$ cat src/rtl/snd_channel.sv
// snd_channel: one sound playback channel.
// Hands burst address/length to the VRAM read controller, follows burst
// progress by snooping the controller's FIFO writes, and pops one stereo
// word per sample tick to produce registered 16-bit L/R samples.
module snd_channel #(
  parameter logic [7:0]  BURST_LEN  = 8'h1F,
  parameter int unsigned SAMPLE_DIV = 2268
) (
  input  logic        ACLK,
  input  logic        ARST,
  input  logic        RST,
  input  logic        START,
  input  logic        STOP,
  input  logic [31:0] START_ADDR,
  input  logic [15:0] BURST_CNT,
  input  logic        LOOP,
  output logic [31:0] CH_ADDR,
  output logic [7:0]  CH_LEN,
  input  logic        FIFO_WR,
  input  logic [31:0] FIFO_DOUT,
  input  logic        FIFO_EMPTY,
  output logic        FIFO_RD,
  output logic [15:0] SAMPLE_L,
  output logic [15:0] SAMPLE_R,
  output logic        SAMPLE_VALID,
  output logic        BUSY,
  output logic        DONE,
  output logic        UNDERRUN
);

  localparam int unsigned      DIV_W       = (SAMPLE_DIV > 1) ? $clog2(SAMPLE_DIV) : 1;
  localparam logic [DIV_W-1:0] DIV_LAST    = DIV_W'(SAMPLE_DIV - 1);
  localparam logic [31:0]      BURST_BYTES = ({24'd0, BURST_LEN} + 32'd1) << 2;
  localparam logic [23:0]      BURST_WORDS = {16'd0, BURST_LEN} + 24'd1;

  typedef enum logic [1:0] {
    S_IDLE  = 2'd0,
    S_PLAY  = 2'd1,
    S_DRAIN = 2'd2
  } state_e;

  logic             rst;
  logic [DIV_W-1:0] div_q;
  logic             tick;
  state_e           state_q;
  logic [31:0]      base_q;
  logic [15:0]      nburst_q;
  logic             loop_q;
  logic [7:0]       beat_q;
  logic [15:0]      burst_q;
  logic [23:0]      played_q;
  logic [23:0]      clip_words;
  logic [31:0]      addr_q;
  logic [7:0]       len_q;
  logic [15:0]      sl_q;
  logic [15:0]      sr_q;
  logic             valid_q;
  logic             busy_q;
  logic             done_q;
  logic             underrun_q;
  logic             fifo_rd_d;
  logic             sample_pop;

  assign rst        = ARST | RST;
  assign tick       = (div_q == DIV_LAST);
  assign clip_words = {8'd0, nburst_q} * BURST_WORDS;

  // Free-running sample-tick divider, independent of playback state.
  always_ff @(posedge ACLK) begin
    if (rst) begin
      div_q <= '0;
    end else if (tick) begin
      div_q <= '0;
    end else begin
      div_q <= div_q + DIV_W'(1);
    end
  end

  // FIFO pop: flush everything while idle, one word per tick while playing.
  always_comb begin
    fifo_rd_d  = 1'b0;
    sample_pop = 1'b0;
    case (state_q)
      S_IDLE:         fifo_rd_d = !FIFO_EMPTY;
      S_PLAY, S_DRAIN: begin
        fifo_rd_d  = tick && !FIFO_EMPTY;
        sample_pop = tick && !FIFO_EMPTY;
      end
      default:        fifo_rd_d = 1'b0;
    endcase
  end

  // Playback FSM with burst tracking, sample consumption and registered outputs.
  always_ff @(posedge ACLK) begin
    if (rst) begin
      state_q    <= S_IDLE;
      base_q     <= 32'd0;
      nburst_q   <= 16'd0;
      loop_q     <= 1'b0;
      beat_q     <= 8'd0;
      burst_q    <= 16'd0;
      played_q   <= 24'd0;
      addr_q     <= 32'd0;
      len_q      <= 8'd0;
      sl_q       <= 16'd0;
      sr_q       <= 16'd0;
      valid_q    <= 1'b0;
      busy_q     <= 1'b0;
      done_q     <= 1'b0;
      underrun_q <= 1'b0;
    end else begin
      done_q  <= 1'b0;
      valid_q <= 1'b0;
      if (STOP) begin
        // Abort wins over everything, including a same-cycle START.
        state_q <= S_IDLE;
        busy_q  <= 1'b0;
        len_q   <= 8'd0;
        sl_q    <= 16'd0;
        sr_q    <= 16'd0;
      end else begin
        case (state_q)
          S_IDLE: begin
            sl_q  <= 16'd0;
            sr_q  <= 16'd0;
            len_q <= 8'd0;
            if (START) begin
              underrun_q <= 1'b0;
              base_q     <= START_ADDR;
              nburst_q   <= BURST_CNT;
              loop_q     <= LOOP;
              if (BURST_CNT != 16'd0) begin
                state_q  <= S_PLAY;
                busy_q   <= 1'b1;
                len_q    <= BURST_LEN;
                addr_q   <= START_ADDR;
                beat_q   <= 8'd0;
                burst_q  <= 16'd0;
                played_q <= 24'd0;
              end else begin
                done_q <= 1'b1;
              end
            end
          end
          S_PLAY, S_DRAIN: begin
            if ((state_q == S_DRAIN) && (played_q == clip_words)) begin
              // Every word of the clip has been played out.
              state_q <= S_IDLE;
              busy_q  <= 1'b0;
              done_q  <= 1'b1;
              sl_q    <= 16'd0;
              sr_q    <= 16'd0;
            end else begin
              valid_q <= tick;
              if (sample_pop) begin
                sl_q     <= FIFO_DOUT[31:16];
                sr_q     <= FIFO_DOUT[15:0];
                played_q <= played_q + 24'd1;
              end else if (tick) begin
                sl_q       <= 16'd0;
                sr_q       <= 16'd0;
                underrun_q <= 1'b1;
              end
              if ((state_q == S_PLAY) && FIFO_WR) begin
                if (beat_q == BURST_LEN) begin
                  beat_q <= 8'd0;
                  if (burst_q == (nburst_q - 16'd1)) begin
                    if (loop_q) begin
                      // Restart the clip; played count restarts with it.
                      addr_q   <= base_q;
                      burst_q  <= 16'd0;
                      played_q <= 24'd0;
                    end else begin
                      addr_q  <= addr_q + BURST_BYTES;
                      burst_q <= burst_q + 16'd1;
                      state_q <= S_DRAIN;
                      len_q   <= 8'd0;
                    end
                  end else begin
                    addr_q  <= addr_q + BURST_BYTES;
                    burst_q <= burst_q + 16'd1;
                  end
                end else begin
                  beat_q <= beat_q + 8'd1;
                end
              end
            end
          end
          default: begin
            state_q <= S_IDLE;
            busy_q  <= 1'b0;
            len_q   <= 8'd0;
          end
        endcase
      end
    end
  end

  assign CH_ADDR      = addr_q;
  assign CH_LEN       = len_q;
  assign FIFO_RD      = fifo_rd_d;
  assign SAMPLE_L     = sl_q;
  assign SAMPLE_R     = sr_q;
  assign SAMPLE_VALID = valid_q;
  assign BUSY         = busy_q;
  assign DONE         = done_q;
  assign UNDERRUN     = underrun_q;

endmodule
$ cat config.mk
export PLATFORM = sky130hd
export DESIGN_NAME = snd_channel
export DESIGN_NICKNAME = d
export VERILOG_FILES = /design/src/rtl/snd_channel.sv
export SDC_FILE = /design/constraint.sdc
export NUM_CORES = 1
export LEC_CHECK = 0
export CORE_UTILIZATION = 46
export CTS_CLUSTER_SIZE = 12
export DETAILED_ROUTE_END_ITERATION = 6
export HOLD_SLACK_MARGIN = 0.15
export PLACE_DENSITY = 0.71
export SYNTH_ARGS = -nofsm -noshare
export SYNTH_HDL_FRONTEND = slang
export SYNTH_SLANG_ARGS = --single-unit
export TNS_END_PERCENT = 100
$ cat constraint.sdc
create_clock -name ACLK -period 4.65 [get_ports ACLK]
set_input_delay 0.93 -clock ACLK [delete_from_list [all_inputs] [get_ports ACLK]]
set_output_delay 0.93 -clock ACLK [all_outputs]
set_load 0.03 [all_outputs]
==> metrics.cfg <==
[final_layout]
final_net_count=1399
fillers=1840
layout_commonest_cell=nand2_1
final_cell_mix=215 x nand2_1, 180 x dfxtp_1, 161 x clkdlybuf4s50_1
drive_above_1_share=0.0632
stdcell_area_sq_mm=0.0118
area_delta_synth_final_pct=24.9

[floorplanning]
dieArea_sq_mm=0.0211
start_util=0.469
die_w_um=145
rows=52
core_area_sq_mm=0.0202
die_h_um=145
ios=165

[detailed_routing]
vias=8761
wl_um=25900
drtIter0Drc=539
dr.pass1.iters=5
ant_nets=0
vias_per_cell=5.52
drt-wirelength-per-cell_um=16.3
drc=0

[sta]
skew_ns=0.0194
setup-tns-final_ns=0
slew_viol_final=0
worstMarginPinSlew_ns=1.17
min_period_ns=4.14
hold_viol=0
rsz0062_at_grt=false
slew_headroom=0.216
setup_viol=0
max_freq_mhz=241
period_share=0.891

[logic_synthesis]
ys_seq_area_frac=0.381
netlist_area_sq_mm=0.00946
synth_seq_cells=180
synth.avg_cell_area_sq_um=7.95
syn-instance-count=1190
yosys_warnings=0
synthFlopType=dfxtp_1
synth_edf_count=0
synth.distinct_cells=68
synthArstFlopShare=0

[cts]
holdBufCountCts=0
htreeDepth=4
cts_tree=built
clock-root-buffer=clkbuf_16
clk_pin_slew_ns=0.08
clock_path_buffers=2
post-cts-setup-buffers=0
cts_buffers=17
post_cts_resized=0
cts_sinks=180
clkLatencyLatePin_ns=0.45

[place]
placed_cell_area_sq_mm=0.0112
place.detailed.hpwl_um=17700
placement.io_buffers=161
place.gp.congestion=0.933

[worst_setup_path]
critical_path.top_delay_family=simple AND/OR/NAND/NOR gates
cp_cell_sequence=ha_1, or4b_2, nor3_1, a21oi_1, nor3_1, clkdlybuf4s50_1
r2r_start=nburst_q[0]
rr_worst_depth=10
crit_fanout=6
worstPathArrival_ns=3.21
timing.rr.end=CH_ADDR[16]
critPathCaptureType=primary output
critPathLaunchType=register
worst_path_largest_cell_delay_ns=0.71
cpMaxStageDelayCell=clkdlybuf4s50_1
crit_type=reg -> out
r2r_setup_slack_ns=0.52
critPathMostFrequentCell=nor3_1
crit_required_ns=3.72
worst-path-buf-inv=1

[grt]
grt_max_degree=50
grt_util_all_layers=0.244
grt_pass1_vias=8182
grt_first_pass_wirelength_um=41800
grt_antenna_before_repair=3
grt.overflow.total=0

[pwr]
p_leak_nw=4.13
p_per_area_mw_per_mm2=292
max-vdd-ir-drop_v=0.000236

[job]
drv_cap=0

[hold_path]
min-delay-path-class=reg -> reg
holdPathStages=2
worst_hold_startpoint=base_q[22]
min_to=base_q[22]

[outcome]
status=completed

==> final cells by class <==
| cell class | count | area, sq um | share of cell area |
|---|---|---|---|
| repair buffers | 181 | 1760 | 0.149 |
| diodes | 3 | 7.51 | 0.000635 |
| clock buffers | 18 | 429 | 0.0363 |
| flip-flops and latches | 180 | 3600 | 0.305 |
| well taps | 270 | 338 | 0.0286 |
| inverters | 22 | 82.6 | 0.00699 |
| clock inverters | 14 | 184 | 0.0156 |
| multi-input cells | 898 | 5410 | 0.458 |
==> worst max-delay path by stage <==
| stage | startpoint | endpoint | slack (ns) | depth (start not counted) |
|---|---|---|---|---|
| after floorplan | nburst_q[0] | CH_ADDR[20] | 1.11 | 14 |
| after global placement | nburst_q[0] | CH_ADDR[18] | 0.63 | 10 |
| after detailed placement | BURST_CNT[3] | burst_q[5] | 0.55 | 11 |
| after CTS | div_q[0] | FIFO_RD | 0.49 | 6 |
| after global routing | div_q[0] | FIFO_RD | 0.37 | 6 |
| final | div_q[0] | FIFO_RD | 0.51 | 6 |
==> metrics by stage <==
stage	total power [mW]	util	setup WS (ns)	cells	hold WS [ns]
global route	3.57	0.585	0.367	1584	0.468
floorplan	1.80	-	1.11	1192	0.418
CTS	3.47	0.585	0.493	1583	0.453
detailed placement	1.97	0.555	0.551	1551	0.442
finish	3.45	0.586	0.507	1586	0.453
global placement	1.96	0.555	0.629	1551	0.432
==> cell usage after synthesis (9+ instances only) <==
| cell | count | area, sq um |
|---|---|---|
| a21o_1 | 10 | 75.1 |
| a21oi_1 | 123 | 616 |
| and3_1 | 19 | 119 |
| clkbuf_1 | 70 | 263 |
| dfxtp_1 | 180 | 3600 |
| ha_1 | 11 | 138 |
| inv_1 | 22 | 82.6 |
| mux2_4 | 9 | 135 |
| mux2i_1 | 22 | 220 |
| nand2_1 | 215 | 807 |
| nand2b_1 | 10 | 62.6 |
| nand3_1 | 58 | 290 |
| nand4_1 | 18 | 113 |
| nor2_1 | 83 | 312 |
| nor3_1 | 23 | 115 |
| nor4_1 | 21 | 131 |
| o2111ai_1 | 10 | 87.6 |
| o211ai_1 | 9 | 67.6 |
| o21ai_0 | 23 | 115 |
| or3_1 | 10 | 62.6 |
| or4_1 | 9 | 67.6 |
| xnor2_1 | 57 | 499 |
| xor2_1 | 46 | 403 |
==> where the power goes <==
group / leakage (nW) / internal, mW / switching (mW) / total [mW]
combinational: 2.38 / 0.153 / 0.193 / 0.346
clock: 0.295 / 0.818 / 0.696 / 1.51
sequential: 1.45 / 1.56 / 0.0264 / 1.59
total: 4.13 / 2.53 / 0.915 / 3.45
==> flip-flops by register name, indices dropped and copies added (netlist names) <==
name / count
loop_q: 1
nburst_q: 16
beat_q: 8
SAMPLE_L: 16
base_q: 32
DONE: 1
CH_ADDR: 32
played_q: 24
UNDERRUN: 1
state_q: 2
SAMPLE_VALID: 1
BUSY: 1
SAMPLE_R: 16
burst_q: 16
CH_LEN: 1
div_q: 12
==> cell families after synthesis <==
logic type	after synthesis	synth area share
other	1	0.000396
AND/OR/NAND/NOR	503	0.250
multiplexers	36	0.0435
adder cells (fa/ha/maj)	11	0.0145
AO/OA/AOI/OAI	242	0.164
buffers and inverters	114	0.0514
XOR/XNOR	103	0.0953
flip-flops	180	0.381
==> routing by layer <==
layer  GRT usage  vias to the layer above  wire length (um)
li1            -                     4368                 -
met1       0.317                     4097             11500
met2       0.399                      263             12100
met3      0.0621                       33              1830
met4      0.0747                        0               449
met5           0                        -                 0
==> worst reg2reg max path, cell delays in order (launching register included) <==
cell and delay (ns):
dfxtp_1 0.40, inv_1 0.09, ha_1 0.22, or4b_1 0.60, or4_4 0.54, o211a_1 0.25
a221o_1 0.31, or3_2 0.85, buf_4 0.36, mux2_4 0.31, a21oi_1 0.14
(Power assumes the default switching activity.)
